## src/rtl/mod_exp_pkg.sv

```systemverilog
// Shared types and helpers for the streaming modular exponentiation engine.
//   state_t   : control FSM encoding
//   msb_index : position of the highest set bit (0 when the value is 0)
package mod_exp_pkg;

  typedef enum logic [2:0] {
    ST_IDLE   = 3'd0,
    ST_REDUCE = 3'd1,
    ST_SQR    = 3'd2,
    ST_MUL    = 3'd3,
    ST_DONE   = 3'd4
  } state_t;

  // Widest operand msb_index can scan; callers zero-extend into this width.
  localparam int unsigned MSB_MAX_W = 128;

  function automatic int unsigned msb_index(input logic [MSB_MAX_W-1:0] v);
    int unsigned idx;
    idx = 0;
    for (int unsigned k = 0; k < MSB_MAX_W; k++) begin
      if (v[k]) idx = k;
    end
    return idx;
  endfunction

endpackage

```

## src/rtl/mod_mul_serial.sv

```systemverilog
// Serial modular multiplier: product = a * b mod m, interleaved shift-add,
// multiplier bit b MSB first, one bit per cycle, W cycles per product.
// The first step is taken on the start edge itself so back-to-back products
// chain without idle cycles.
//   clk, rst_n : clock, async active-low reset
//   start      : launch a product using a, b, m (sampled on this edge)
//   a, b, m    : multiplicand (must be < m), multiplier, modulus
//   done       : one-cycle pulse, product valid while high
//   product    : result register
module mod_mul_serial #(
  parameter int unsigned W = 32
) (
  input  logic         clk,
  input  logic         rst_n,
  input  logic         start,
  input  logic [W-1:0] a,
  input  logic [W-1:0] b,
  input  logic [W-1:0] m,
  output logic         done,
  output logic [W-1:0] product
);
  localparam int unsigned CW = $clog2(W + 1);

  logic [W-1:0]  a_q, b_sh, m_q, acc;
  logic [CW-1:0] cnt;
  logic          running;

  logic [W-1:0]  step_a_c, step_m_c, step_acc_c;
  logic          step_bit_c;
  logic [W:0]    t_dbl_c, t_red_c, t_add_c, t_out_c;

  // One reduction step; on start the fresh operands are used directly.
  always_comb begin
    step_a_c   = start ? a : a_q;
    step_m_c   = start ? m : m_q;
    step_acc_c = start ? '0 : acc;
    step_bit_c = start ? b[W-1] : b_sh[W-1];
    t_dbl_c    = {step_acc_c, 1'b0};
    t_red_c    = (t_dbl_c >= {1'b0, step_m_c}) ? (t_dbl_c - {1'b0, step_m_c}) : t_dbl_c;
    t_add_c    = step_bit_c ? (t_red_c + {1'b0, step_a_c}) : t_red_c;
    t_out_c    = (t_add_c >= {1'b0, step_m_c}) ? (t_add_c - {1'b0, step_m_c}) : t_add_c;
  end

  // Accumulator, operand latches and bit counter.
  always_ff @(posedge clk or negedge rst_n) begin
    if (!rst_n) begin
      a_q     <= '0;
      b_sh    <= '0;
      m_q     <= '0;
      acc     <= '0;
      cnt     <= '0;
      running <= 1'b0;
      done    <= 1'b0;
    end else begin
      done <= 1'b0;
      if (start) begin
        acc     <= t_out_c[W-1:0];
        a_q     <= a;
        m_q     <= m;
        b_sh    <= {b[W-2:0], 1'b0};
        cnt     <= CW'(W - 1);
        running <= 1'b1;
      end else if (running) begin
        acc  <= t_out_c[W-1:0];
        b_sh <= {b_sh[W-2:0], 1'b0};
        cnt  <= cnt - CW'(1);
        if (cnt == CW'(1)) begin
          running <= 1'b0;
          done    <= 1'b1;
        end
      end
    end
  end

  assign product = acc;

endmodule

```

## src/rtl/mod_exp_stream.sv

```systemverilog
// Streaming modular exponentiation: result = base^exponent mod modulo,
// left-to-right square-and-multiply over a shared serial multiplier.
//   clk, reset          : clock, async active-low reset
//   in_valid/in_ready   : operand handshake (in_ready only in IDLE)
//   base/modulo/exponent: operands, W = 2*ARQ bits
//   out_valid/out_ready : result handshake, result held until taken
//   result, out_error   : result (0 on error), modulo==0 flag
//   busy                : engine not idle
// Operand width is limited to mod_exp_pkg::MSB_MAX_W.
module mod_exp_stream
  import mod_exp_pkg::*;
#(
  parameter int unsigned ARQ          = 16,
  parameter bit          SKIP_LEADING = 1'b1
) (
  input  logic             clk,
  input  logic             reset,
  input  logic             in_valid,
  output logic             in_ready,
  input  logic [2*ARQ-1:0] base,
  input  logic [2*ARQ-1:0] modulo,
  input  logic [2*ARQ-1:0] exponent,
  output logic             out_valid,
  input  logic             out_ready,
  output logic [2*ARQ-1:0] result,
  output logic             out_error,
  output logic             busy
);
  localparam int unsigned W  = 2 * ARQ;
  localparam int unsigned IW = $clog2(W);

  state_t        state, next_state;
  logic          accept_c, handshake_c, degenerate_c;
  logic [W-1:0]  b_q, m_q, e_q, r_q;
  logic [IW-1:0] idx_q;
  logic          err_q;

  logic          mul_start_c, mul_done;
  logic [W-1:0]  mul_a_c, mul_b_c, mul_m_c, mul_product, r_next_c;

  logic          in_ready_nx, out_valid_nx, out_error_nx, busy_nx;
  logic [W-1:0]  result_nx;

  assign accept_c     = in_valid & in_ready;
  assign handshake_c  = out_valid & out_ready;
  assign degenerate_c = (modulo <= W'(1)) || (exponent == '0);

  // State register.
  always_ff @(posedge clk or negedge reset) begin
    if (!reset) state <= ST_IDLE;
    else        state <= next_state;
  end

  // Next-state logic.
  always_comb begin
    next_state = state;
    unique case (state)
      ST_IDLE:   if (accept_c) next_state = degenerate_c ? ST_DONE : ST_REDUCE;
      ST_REDUCE: if (mul_done) next_state = ST_SQR;
      ST_SQR: begin
        if (mul_done) begin
          if (e_q[idx_q])          next_state = ST_MUL;
          else if (idx_q == '0)    next_state = ST_DONE;
          else                     next_state = ST_SQR;
        end
      end
      ST_MUL:    if (mul_done) next_state = (idx_q == '0) ? ST_DONE : ST_SQR;
      ST_DONE:   if (handshake_c) next_state = ST_IDLE;
      default:   next_state = ST_IDLE;
    endcase
  end

  // Output decode and multiplier sequencing; next phase launches on the
  // done cycle of the previous one using the fresh product.
  always_comb begin
    in_ready_nx  = (next_state == ST_IDLE);
    busy_nx      = (next_state != ST_IDLE);
    out_valid_nx = (state == ST_DONE) & ~handshake_c;
    out_error_nx = (state == ST_DONE) & err_q & ~handshake_c;
    result_nx    = (state == ST_DONE) ? r_q : result;

    r_next_c     = (state == ST_REDUCE) ? r_q : mul_product;
    mul_a_c      = r_next_c;
    mul_b_c      = (next_state == ST_MUL) ? b_q : r_next_c;
    mul_m_c      = m_q;
    mul_start_c  = mul_done && ((next_state == ST_SQR) || (next_state == ST_MUL));
    if (state == ST_IDLE) begin
      // Base reduction: 1 * base mod modulo.
      mul_a_c     = W'(1);
      mul_b_c     = base;
      mul_m_c     = modulo;
      mul_start_c = accept_c & ~degenerate_c;
    end
  end

  // Registered outputs.
  always_ff @(posedge clk or negedge reset) begin
    if (!reset) begin
      in_ready  <= 1'b1;
      out_valid <= 1'b0;
      out_error <= 1'b0;
      result    <= '0;
      busy      <= 1'b0;
    end else begin
      in_ready  <= in_ready_nx;
      out_valid <= out_valid_nx;
      out_error <= out_error_nx;
      result    <= result_nx;
      busy      <= busy_nx;
    end
  end

  // Operand capture, running result R, reduced base B and bit index.
  always_ff @(posedge clk or negedge reset) begin
    if (!reset) begin
      b_q   <= '0;
      m_q   <= '0;
      e_q   <= '0;
      r_q   <= '0;
      idx_q <= '0;
      err_q <= 1'b0;
    end else begin
      unique case (state)
        ST_IDLE: begin
          if (accept_c) begin
            b_q   <= '0;
            m_q   <= modulo;
            e_q   <= exponent;
            err_q <= (modulo == '0);
            // modulo 0/1 give 0; exponent 0 and the normal start both give 1.
            r_q   <= (modulo <= W'(1)) ? '0 : W'(1);
            idx_q <= SKIP_LEADING ? IW'(msb_index(MSB_MAX_W'(exponent))) : IW'(W - 1);
          end
        end
        ST_REDUCE: if (mul_done) b_q <= mul_product;
        ST_SQR, ST_MUL: begin
          if (mul_done) begin
            r_q <= mul_product;
            if (next_state == ST_SQR) idx_q <= idx_q - IW'(1);
          end
        end
        ST_DONE: if (handshake_c) err_q <= 1'b0;
        default: ;
      endcase
    end
  end

  mod_mul_serial #(.W(W)) u_mul (
    .clk     (clk),
    .rst_n   (reset),
    .start   (mul_start_c),
    .a       (mul_a_c),
    .b       (mul_b_c),
    .m       (mul_m_c),
    .done    (mul_done),
    .product (mul_product)
  );

endmodule
```

## config.mk

```make
export PLATFORM = sky130hd
export DESIGN_NAME = mod_exp_stream
export DESIGN_NICKNAME = d
export VERILOG_FILES = /design/src/rtl/mod_exp_pkg.sv /design/src/rtl/mod_mul_serial.sv /design/src/rtl/mod_exp_stream.sv
export SDC_FILE = /design/constraint.sdc
export NUM_CORES = 1
export LEC_CHECK = 0
export CAP_MARGIN = 25
export CELL_PAD_IN_SITES_DETAIL_PLACEMENT = 0
export CELL_PAD_IN_SITES_GLOBAL_PLACEMENT = 1
export CORE_MARGIN = 5
export CORE_UTILIZATION = 50
export DETAILED_ROUTE_END_ITERATION = 10
export PLACE_DENSITY = 0.95
export REMOVE_ABC_BUFFERS = 1
export SYNTH_ARGS = -nofsm -noshare
export SYNTH_HDL_FRONTEND = slang
export SYNTH_SLANG_ARGS = --single-unit
```

## constraint.sdc

```tcl
create_clock -name clk -period 27.4 [get_ports clk]
set_input_delay 5.48 -clock clk [delete_from_list [all_inputs] [get_ports clk]]
set_output_delay 5.48 -clock clk [all_outputs]
set_load 0.02 [all_outputs]
```

==> out/metrics.yaml, run 1 <==
postCtsSetupBuffers: 0
syn_area_per_cell_um2: 8.38
critPathRequiredTime_ps: 27900
worst_setup_path_start_kind: "input pin"
grt_first_pass_wirelength_um: 109000
status: "completed"
utilization_pct: 57.3
route.detailed.wl_per_inst_um: 22.3
antenna_violations_before_repair: 0
vias: 19216
clock-sinks: 308
buffer_ports.inserted: 135
max_slew_headroom_pct: 28.4
layout.cells.most_common: "sky130_fd_sc_hd__nand2_1"
core_um2: 41700
post_synth_inst_count: 2495
die_w_um: 215
type_of_the_setup_path_with_the_least_slack: "in2reg"
place_hpwl_um: 52700
drt-vias-per-instance: 6.17
finalSetupViolCount: 0
finalHoldViolations: 0
met3_length_um: 5090
clk_root_buffer_cell: "sky130_fd_sc_hd__clkbuf_16"
cts.reportedPaths.clkPinSlew_ps: 60
timing.final.crit_period_ps: 17820
num_rows: 75
synth.area.top_cells: "sky130_fd_sc_hd__dfrtp_1 37%, sky130_fd_sc_hd__nand2_1 8.0%, sky130_fd_sc_hd__ha_1 5.9%, sky130_fd_sc_hd__mux2i_1 5.0%, sky130_fd_sc_hd__a21oi_1 3.6%"
yosysTopAreaCell: "sky130_fd_sc_hd__dfrtp_1"
crit_path_max_fanout: 68
post-route-drc-count: 0
met2_routed_length_um: 30200
max_cap_viol_count: 0
synth-edff-count: 0
drt_pre_antenna_iters: 8
syn2layout_area_growth_pct: 14.1
finalWeightedCongestion: 0.974
cts_tree: "done"
number_of_filler_instances_in_the_final_layout: 3827
post-route-period-util_pct: 65.1
num_antenna_cells: 0
async_flop_share_pct: 100
fmaxAchievable_mhz: 56.1
maximum_number_of_pins_on_one_net_before_global_route_repair: 152
arrival_time_reported_for_the_critical_path_endpoint_ps: 18320
layout_common_cells: "447 x sky130_fd_sc_hd__nand2_1, 306 x sky130_fd_sc_hd__dfrtp_1, 146 x sky130_fd_sc_hd__o21ai_0"
synth.yosys.seq_area_share_pct: 36.9
grt_usage_pct: 29.4
grt_setup_unrepaired: "no"
seqCellArea_um2: 7710
initial_utilization_pct: 50.2
clock_insertion_delay_worst_skew_ps: 570
cp_slowest_stage_delay_ps: 810
post_route_cells_drive_above_1_share_pct: 6.40
tightestPinTransition_ps: 1060
synth_area_um2: 20900
routed.top_layer: "met4"
totalWireLength_um: 69600
yosysWarningCount: 0
synth_top_area_share_pct: 36.7
cts_buffer_depth: 3
cp-end-kind: "flop"
grt_pass1_vias: 18361
cts_htree_levels: 2
final.setup_skew_ps: 28.9
number_of_cts_inserted_buffers: 36
synth_seq_cells: 308
multi_input_comb_area_um2: 12400
tns_ps: 0
synth_cell_types: 79
hold_path.class: "reg2reg"
crit_slowest_cell: "sky130_fd_sc_hd__nor3_1"
grt_remaining_overflow: 0
fp.dieArea_um2: 46000
count_of_pins_over_their_slew_limit: 0
m1WireLength_um: 32900
ctsResizeCount: 0
io_pins: 136
drc_marker_count_from_the_first_detailed_route_iteration: 1797
die_h_um: 215
holdBufCountCts: 0
ys_flop_type: "sky130_fd_sc_hd__dfrtp_1"
postRouteAntennaNets: 0
finalNetCount: 2757
-- flip-flops by register name, indices dropped and copies added (netlist names), 6 cells and up --
signal         cells
m_q               32
result            32
r_q               32
u_mul.cnt          6
u_mul.a_q         32
e_q               32
u_mul.m_q         32
b_q               32
u_mul.b_sh        31
u_mul.product     32
-- cell type report --
| class | instances | area share, % |
|---|---|---|
| Clock buffer | 50 | 4.20 |
| Clock inverter | 10 | 0.451 |
| Inverter | 87 | 1.37 |
| Multi-Input combinational cell | 1955 | 52.0 |
| Sequential cell | 308 | 32.3 |
| Tap cell | 539 | 2.82 |
| Timing Repair Buffer | 167 | 6.88 |
-- cells in the mapped netlist (all sizes together) (4+ instances only) --
master / number
nand2: 447
dfrtp: 307
o21ai: 165
a21oi: 150
nor2: 141
nand3: 128
clkbuf: 120
mux2i: 105
ha: 99
inv: 87
a211oi: 80
o21a: 72
a31oi: 46
and3: 43
xnor2: 42
nor3: 41
a21o: 40
mux2: 38
o211ai: 27
xor2: 26
buf: 25
nor4: 20
nand4: 18
o21bai: 18
o31ai: 16
or3: 16
nand2b: 15
nor2b: 15
and2: 11
or2: 11
a21boi: 10
a221o: 8
o2111ai: 8
a211o: 7
mux4: 6
nor3b: 6
o22ai: 6
a41oi: 5
and4: 5
o311ai: 5
o31a: 5
a2111oi: 4
a221oi: 4
a22oi: 4
-- cells by family after synthesis --
kind of cell / Yosys count / share of synthesized area [%]
fa+ha+maj: 102 / 6.21
simple gates: 926 / 19.9
flops: 308 / 36.9
buf+inv: 232 / 4.25
compound gates: 710 / 22.2
mux: 149 / 7.72
xor+xnor: 68 / 2.88
-- per-layer routing --
metal | GRT usage [%] | vias to the layer above
li1 | - | 9108
met1 | 44.5 | 9295
met2 | 44.6 | 723
met3 | 5.22 | 90
met4 | 6.14 | 0
met5 | 0 | -
-- critical path, delay by kind of cell --
| family | cells | cell delay, ps |
|---|---|---|
| compound gates | 25 | 6430 |
| simple gates | 9 | 3230 |
| buf+inv | 5 | 2020 |
| fa+ha+maj | 3 | 1070 |
-- path summary, 6_finish.rpt --
check / start / to / slack [ps] / cells past startpoint
max: exponent[9] / u_mul.product[4]$_DFFE_PN0P_ / 9580 / 42
min in group asynchronous: reset / result[3]$_DFFE_PN0N_ / 4930 / 1
min: m_q[19]$_DFFE_PN0P_ / m_q[19]$_DFFE_PN0P_ / 470 / 2
max in group asynchronous: reset / e_q[15]$_DFFE_PN0P_ / 21140 / 2
min reg2reg: m_q[19]$_DFFE_PN0P_ / m_q[19]$_DFFE_PN0P_ / 470 / 2
max reg2reg: idx_q[1]$_DFFE_PN0P_ / u_mul.product[4]$_DFFE_PN0P_ / 14620 / 40
-- metrics by stage --
stage / setup slack (ps) / std cells / cell area [µm²] / hold WS, ps
after floorplan: 6780 / 2350 / 20400 / 438
after global placement: 9460 / 3054 / 22700 / 452
after detailed placement: 9310 / 3054 / 22700 / 460
after CTS: 9830 / 3114 / 23800 / 475
after global routing: 8850 / 3116 / 23900 / 490
final: 9580 / 3116 / 23900 / 472
Power of run 1 is left out: the tool's default activity adds up to more than one toggle a clock period on the data nets, which glitch-free logic cannot reach.
==> run 2: changes to the inputs <==
--- a/config.mk
+++ b/config.mk
@@ -9,9 +9,9 @@
 export CELL_PAD_IN_SITES_DETAIL_PLACEMENT = 0
 export CELL_PAD_IN_SITES_GLOBAL_PLACEMENT = 1
 export CORE_MARGIN = 5
-export CORE_UTILIZATION = 50
+export CORE_UTILIZATION = 46
 export DETAILED_ROUTE_END_ITERATION = 10
-export PLACE_DENSITY = 0.95
+export PLACE_DENSITY = 0.89
 export REMOVE_ABC_BUFFERS = 1
 export SYNTH_ARGS = -nofsm -noshare
 export SYNTH_HDL_FRONTEND = slang
==> constraint.sdc (replaced) <==
create_clock -name clk -period 17.81 [get_ports clk]
set_input_delay 3.562 -clock clk [delete_from_list [all_inputs] [get_ports clk]]
set_output_delay 3.562 -clock clk [all_outputs]
set_load 0.02 [all_outputs]
==> out/metrics.yaml, run 2 (same netlist as run 1, synthesis figures left out) <==
status: "completed"
min_to: "e_q[21]$_DFFE_PN0P_"
cts_buffer_depth: 3  # unchanged
min_path_cells: 2  # unchanged
postCtsSetupBuffers: 0  # unchanged
die_w_um: 223  # +4.1%
buffer_ports.inserted: 135  # unchanged
cts.reportedPaths.clkPinSlew_ps: 60  # about the same
clk_root_buffer_cell: "sky130_fd_sc_hd__clkbuf_16"
cts_htree_levels: 2  # unchanged
drt-vias-per-instance: 6.08  # -1.5%
antenna_violations_before_repair: 1  # +1
finalNetCount: 2766  # +0.33%
initial_utilization_pct: 46.3  # -3.9 points
drc_marker_count_from_the_first_detailed_route_iteration: 1845  # +2.7%
crit_path_frequent_cell: "sky130_fd_sc_hd__o21a_1"
num_rows: 78  # +4.0%
count_of_pins_over_their_slew_limit: 0  # unchanged
io_pins: 136  # unchanged
route.detailed.wl_per_inst_um: 22.2  # -0.69%
die_h_um: 223  # +4.1%
worst_setup_path_start_kind: "input pin"
tightestPinTransition_ps: 1070  # +9.10 ps
drt_pre_antenna_iters: 5  # -3
post_route_cells_drive_above_1_share_pct: 6.76  # +0.36 points
post-route-period-util_pct: 86.5
number_of_cts_inserted_buffers: 35  # -2.8%
cp_slowest_stage_delay_ps: 740  # -70 ps
maximum_number_of_pins_on_one_net_before_global_route_repair: 114  # -25%
holdBufCountCts: 0  # unchanged
globalRoute.busiestLayer: "met2"
fp.dieArea_um2: 49800  # +8.3%
fmaxAchievable_mhz: 64.9
cts_tree: "done"
layout.cells.non_filler: 3187  # +2.3%
arrival_time_reported_for_the_critical_path_endpoint_ps: 15890  # -2430 ps
type_of_the_setup_path_with_the_least_slack: "in2reg"
timing.final.crit_period_ps: 15410
reg2regPathDepth: 43  # +7.5%
crit-reg2reg-launch: "idx_q[2]$_DFFE_PN0P_"
clock-sinks: 308  # unchanged
totalWireLength_um: 70700  # +1.6%
rrSetupSlack_ps: 5040  # -9580 ps
crit_path_max_fanout: 87  # +28%
ctsResizeCount: 0  # unchanged
vias: 19363  # +0.76%
finalHoldViolations: 0  # unchanged
cp-end-kind: "flop"
max_slew_headroom_pct: 28.7  # +0.29 points
syn2layout_area_growth_pct: 14.8
worst_r2r_endpoint: "u_mul.product[25]$_DFFE_PN0P_"
layout.cells.most_common: "sky130_fd_sc_hd__nand2_1"
layout_setup_ws_ps: 2400  # -7180 ps
finalWeightedCongestion: 1.02  # +5.0%
grt_usage_pct: 27.7  # -1.8 points
worst_hold_startpoint: "e_q[21]$_DFFE_PN0P_"
detailedPlace.worstSlack_ps: 1870  # -7440 ps
hold_path.class: "reg2reg"
grt_pass1_vias: 18443  # +0.45%
finalSetupViolCount: 0  # unchanged
grt_first_pass_wirelength_um: 109000  # +0.58%
placed_cells_incl_taps: 3125  # +2.3%
layout_common_cells: "447 x sky130_fd_sc_hd__nand2_1, 306 x sky130_fd_sc_hd__dfrtp_1, 146 x sky130_fd_sc_hd__o21ai_0"
met2_usage_pct: 42.4  # -2.1 points
num_antenna_cells: 0  # unchanged
max_cap_viol_count: 0  # unchanged
grt_setup_unrepaired: "no"
post-route-drc-count: 0  # unchanged
place_hpwl_um: 52800  # +0.32%
clock_insertion_delay_worst_skew_ps: 550  # -20 ps
final.setup_skew_ps: 23.1  # -5.76 ps
postRouteAntennaNets: 0  # unchanged
critPathRequiredTime_ps: 18280  # -9620 ps
met1_grt_util_pct: 40.1  # -4.4 points
use_met3_pct: 5.53  # +0.30 points
core_um2: 45200  # +8.5%
crit_slowest_cell: "sky130_fd_sc_hd__nor2_4"
grt_remaining_overflow: 0  # unchanged
## run 2: cell types whose count changed in the layout (fill, tap and decap cells not counted)
cell | before | now
sky130_fd_sc_hd__inv_6 | 1 | 2
sky130_fd_sc_hd__xor2_2 | 1 | 0
sky130_fd_sc_hd__xor2_4 | 0 | 1
sky130_fd_sc_hd__clkbuf_16 | 36 | 35
sky130_fd_sc_hd__buf_16 | 1 | 0
sky130_fd_sc_hd__clkinv_8 | 1 | 0
sky130_fd_sc_hd__clkbuf_8 | 5 | 8
sky130_fd_sc_hd__clkinv_2 | 5 | 3
sky130_fd_sc_hd__bufinv_16 | 1 | 2
sky130_fd_sc_hd__clkbuf_2 | 0 | 1
sky130_fd_sc_hd__buf_4 | 29 | 39
sky130_fd_sc_hd__inv_16 | 1 | 0
## run 2: metal layers
metal | share of wire [%] | wire length [µm]
met5 | 0 | 0
met4 | 2.7 | 1880
met2 | 44 | 31300
met3 | 7.8 | 5500
met1 | 45 | 32100
## run 2: layout make-up
class                      count  area [µm²]
fill                        4217       21200
multi-input combinational   1955       12400
sequential                   308        7710
timing repair buffer         177        1690
clock buffer                  52        1020
tap                          600         751
inverter                      87         327
clock inverter                 8         100
## run 2: worst max path at each step
stage / start / end / depth (start not counted) / slack (ps)
CTS: exponent[9] / u_mul.product[25]$_DFFE_PN0P_ / 43 / 2410
detailed placement: exponent[9] / u_mul.product[25]$_DFFE_PN0P_ / 43 / 1870
finish: exponent[9] / u_mul.product[25]$_DFFE_PN0P_ / 44 / 2400
global route: exponent[21] / u_mul.product[22]$_DFFE_PN0P_ / 43 / 1680
global placement: exponent[9] / u_mul.product[22]$_DFFE_PN0P_ / 43 / 2140
floorplan: in_valid / u_mul.product[11]$_DFFE_PN0P_ / 36 / -900
## run 2: worst max-delay path: cells and delay by family
family | cells | cell delay, ps
fa+ha+maj | 3 | 1240
compound gates | 24 | 5640
simple gates | 12 | 3620
buf+inv | 5 | 1750
## run 2: stage by stage
stage	hold slack [ps]	TNS (ps)	area [µm²]	util (%)
2_1_floorplan	438	-24060	20400	-
5_1_grt	490	0	24000	53.2
3_5_place_dp	457	0	22900	50.7
3_3_place_gp	453	0	22900	50.6
4_1_cts	471	0	24000	53.1
6_report	470	0	24000	53.2
Power of run 2 is left out for the same reason.
==> run 3: changes to the inputs <==
--- a/config.mk
+++ b/config.mk
@@ -12,7 +12,6 @@
 export CORE_UTILIZATION = 46
 export DETAILED_ROUTE_END_ITERATION = 10
 export PLACE_DENSITY = 0.89
-export REMOVE_ABC_BUFFERS = 1
 export SYNTH_ARGS = -nofsm -noshare
 export SYNTH_HDL_FRONTEND = slang
 export SYNTH_SLANG_ARGS = --single-unit
==> out/metrics.yaml, run 3 (same netlist as run 1, synthesis figures left out) <==
timing.critical_path.depth: 41  # -6.8%
die_w_um: 223  # unchanged
worst_setup_path_start_kind: "input pin"
cts_buffer_depth: 3  # unchanged
num_rows: 78  # unchanged
finalSetupViolCount: 0  # unchanged
drc_marker_count_from_the_first_detailed_route_iteration: 2159  # +17%
type_of_the_setup_path_with_the_least_slack: "in2reg"
drt-vias-per-instance: 6.15  # +1.3%
grt_first_pass_wirelength_um: 113000  # +3.4%
buffer_ports.inserted: 135  # unchanged
finalInstanceArea_um2: 24000  # about the same
fmaxAchievable_mhz: 63.4  # -2.2%
worst_r2r_endpoint: "u_mul.product[15]$_DFFE_PN0P_"
crit_path_max_fanout: 35  # -60%
antenna_violations_before_repair: 1  # unchanged
synth_nets: 2697
post_dp_cell_area_um2: 22800  # -0.31%
critical_path.endpoint: "u_mul.product[15]$_DFFE_PN0P_"
layout_common_cells: "447 x sky130_fd_sc_hd__nand2_1, 306 x sky130_fd_sc_hd__dfrtp_1, 146 x sky130_fd_sc_hd__a21oi_1, 146 x sky130_fd_sc_hd__o21ai_0, 139 x sky130_fd_sc_hd__nor2_1"
io_pins: 136  # unchanged
syn2layout_area_growth_pct: 15.0  # about the same
cts_htree_levels: 2  # unchanged
post-route-period-util_pct: 88.5  # +1.9 points
cp_slowest_stage_delay_ps: 630  # -110 ps
cp-end-kind: "flop"
placed_cells_incl_taps: 3120  # -0.16%
route.detailed.wl_per_inst_um: 22.9  # +3.0%
vias: 19606  # +1.3%
fp.dieArea_um2: 49800  # unchanged
count_of_pins_over_their_slew_limit: 0  # unchanged
crit_slowest_cell: "sky130_fd_sc_hd__a21o_1"
crit_path_frequent_cell: "sky130_fd_sc_hd__o21ai_0"
post_route_cells_drive_above_1_share_pct: 6.53  # -0.23 points
cts_tree: "done"
num_antenna_cells: 0  # unchanged
grt_usage_pct: 28.5  # +0.87 points
postCtsSetupBuffers: 0  # unchanged
layout.cells.most_common: "sky130_fd_sc_hd__nand2_1"
maximum_number_of_pins_on_one_net_before_global_route_repair: 123  # +7.9%
max_slew_headroom_pct: 29.0  # +0.28 points
clock-sinks: 308  # unchanged
clk_root_buffer_cell: "sky130_fd_sc_hd__clkbuf_16"
launching_element_of_the_worst_setup_path: "exponent[21]"
grt_remaining_overflow: 0  # unchanged
finalHoldViolations: 0  # unchanged
clock_insertion_delay_worst_skew_ps: 560  # about the same
tightestPinTransition_ps: 1060  # -8.09 ps
reg2regPathDepth: 39  # -9.3%
place_hpwl_um: 55100  # +4.4%
rrSetupSlack_ps: 5030  # about the same
crit-reg2reg-launch: "idx_q[2]$_DFFE_PN0P_"
critPathTopFamily: "compound AO/OA/AOI/OAI gates"
die_h_um: 223  # unchanged
totalWireLength_um: 72800  # +3.0%
grt_setup_unrepaired: "no"
finalNetCount: 2762  # -0.14%
finalWeightedCongestion: 0.997  # -2.5%
number_of_cts_inserted_buffers: 37  # +5.7%
postRouteAntennaNets: 0  # unchanged
holdBufCountCts: 0  # unchanged
critical_path_buf_inv_count: 4  # -1
hold_path.class: "reg2reg"
drt_pre_antenna_iters: 6  # +1
cts.reportedPaths.clkPinSlew_ps: 60  # about the same
core_um2: 45200  # unchanged
detailedPlace.worstSlack_ps: 1750  # -125 ps
grt_pass1_vias: 18712  # +1.5%
status: "completed"
tns_ps: 0  # unchanged
ctsResizeCount: 0  # unchanged
layout_setup_ws_ps: 2050  # -347 ps
max_cap_viol_count: 0  # unchanged
arrival_time_reported_for_the_critical_path_endpoint_ps: 16200  # +310 ps
post-route-drc-count: 0  # unchanged
timing.final.crit_period_ps: 15760  # +347 ps
initial_utilization_pct: 46.3  # unchanged
final.setup_skew_ps: 26.2  # +3.06 ps
critPathRequiredTime_ps: 18240  # -40 ps
layout.cells.non_filler: 3187  # unchanged
run 3: per-layer routing:
metal	track usage, %	vias to the layer above	part of all wire, %
met3	4.80	183	7.1
met1	39.9	9480	44
met2	44.6	788	45
met5	0	-	0.018
li1	-	9153	-
met4	10.7	2	4.5
run 3: worst register-to-register path, delay by kind of cell (launching register included):
kind / cells / cell delay [ps]
flops: 1 / 790
compound gates: 20 / 6410
simple gates: 13 / 3290
fa+ha+maj: 3 / 1130
mux: 1 / 400
buf+inv: 2 / 640
run 3: layout make-up:
class	instances	area (µm²)
fillers	4223	21100
multi-input cells	1955	12400
flip-flops and latches	308	7710
repair buffers	171	1640
clock buffers	54	1030
well taps	600	751
inverters	87	327
clock inverters	12	169
run 3: stage by stage:
stage	utilization [%]	hold WS [ps]
after floorplan	-	438
after global placement	50.5	454
after detailed placement	50.5	460
after CTS	53.2	475
after global routing	53.2	492
final	53.2	470
run 3: how the worst min path moves through the flow:
stage	from	endpoint	slack (ps)	depth (start not counted)
2_1_floorplan	e_q[26]$_DFFE_PN0P_	e_q[26]$_DFFE_PN0P_	440	2
3_3_place_gp	e_q[1]$_DFFE_PN0P_	e_q[1]$_DFFE_PN0P_	450	2
3_5_place_dp	e_q[3]$_DFFE_PN0P_	e_q[3]$_DFFE_PN0P_	460	2
4_1_cts	e_q[3]$_DFFE_PN0P_	e_q[3]$_DFFE_PN0P_	470	2
5_1_grt	m_q[4]$_DFFE_PN0P_	m_q[4]$_DFFE_PN0P_	490	2
6_report	m_q[27]$_DFFE_PN0P_	m_q[27]$_DFFE_PN0P_	470	2
Power of run 3 is left out for the same reason.
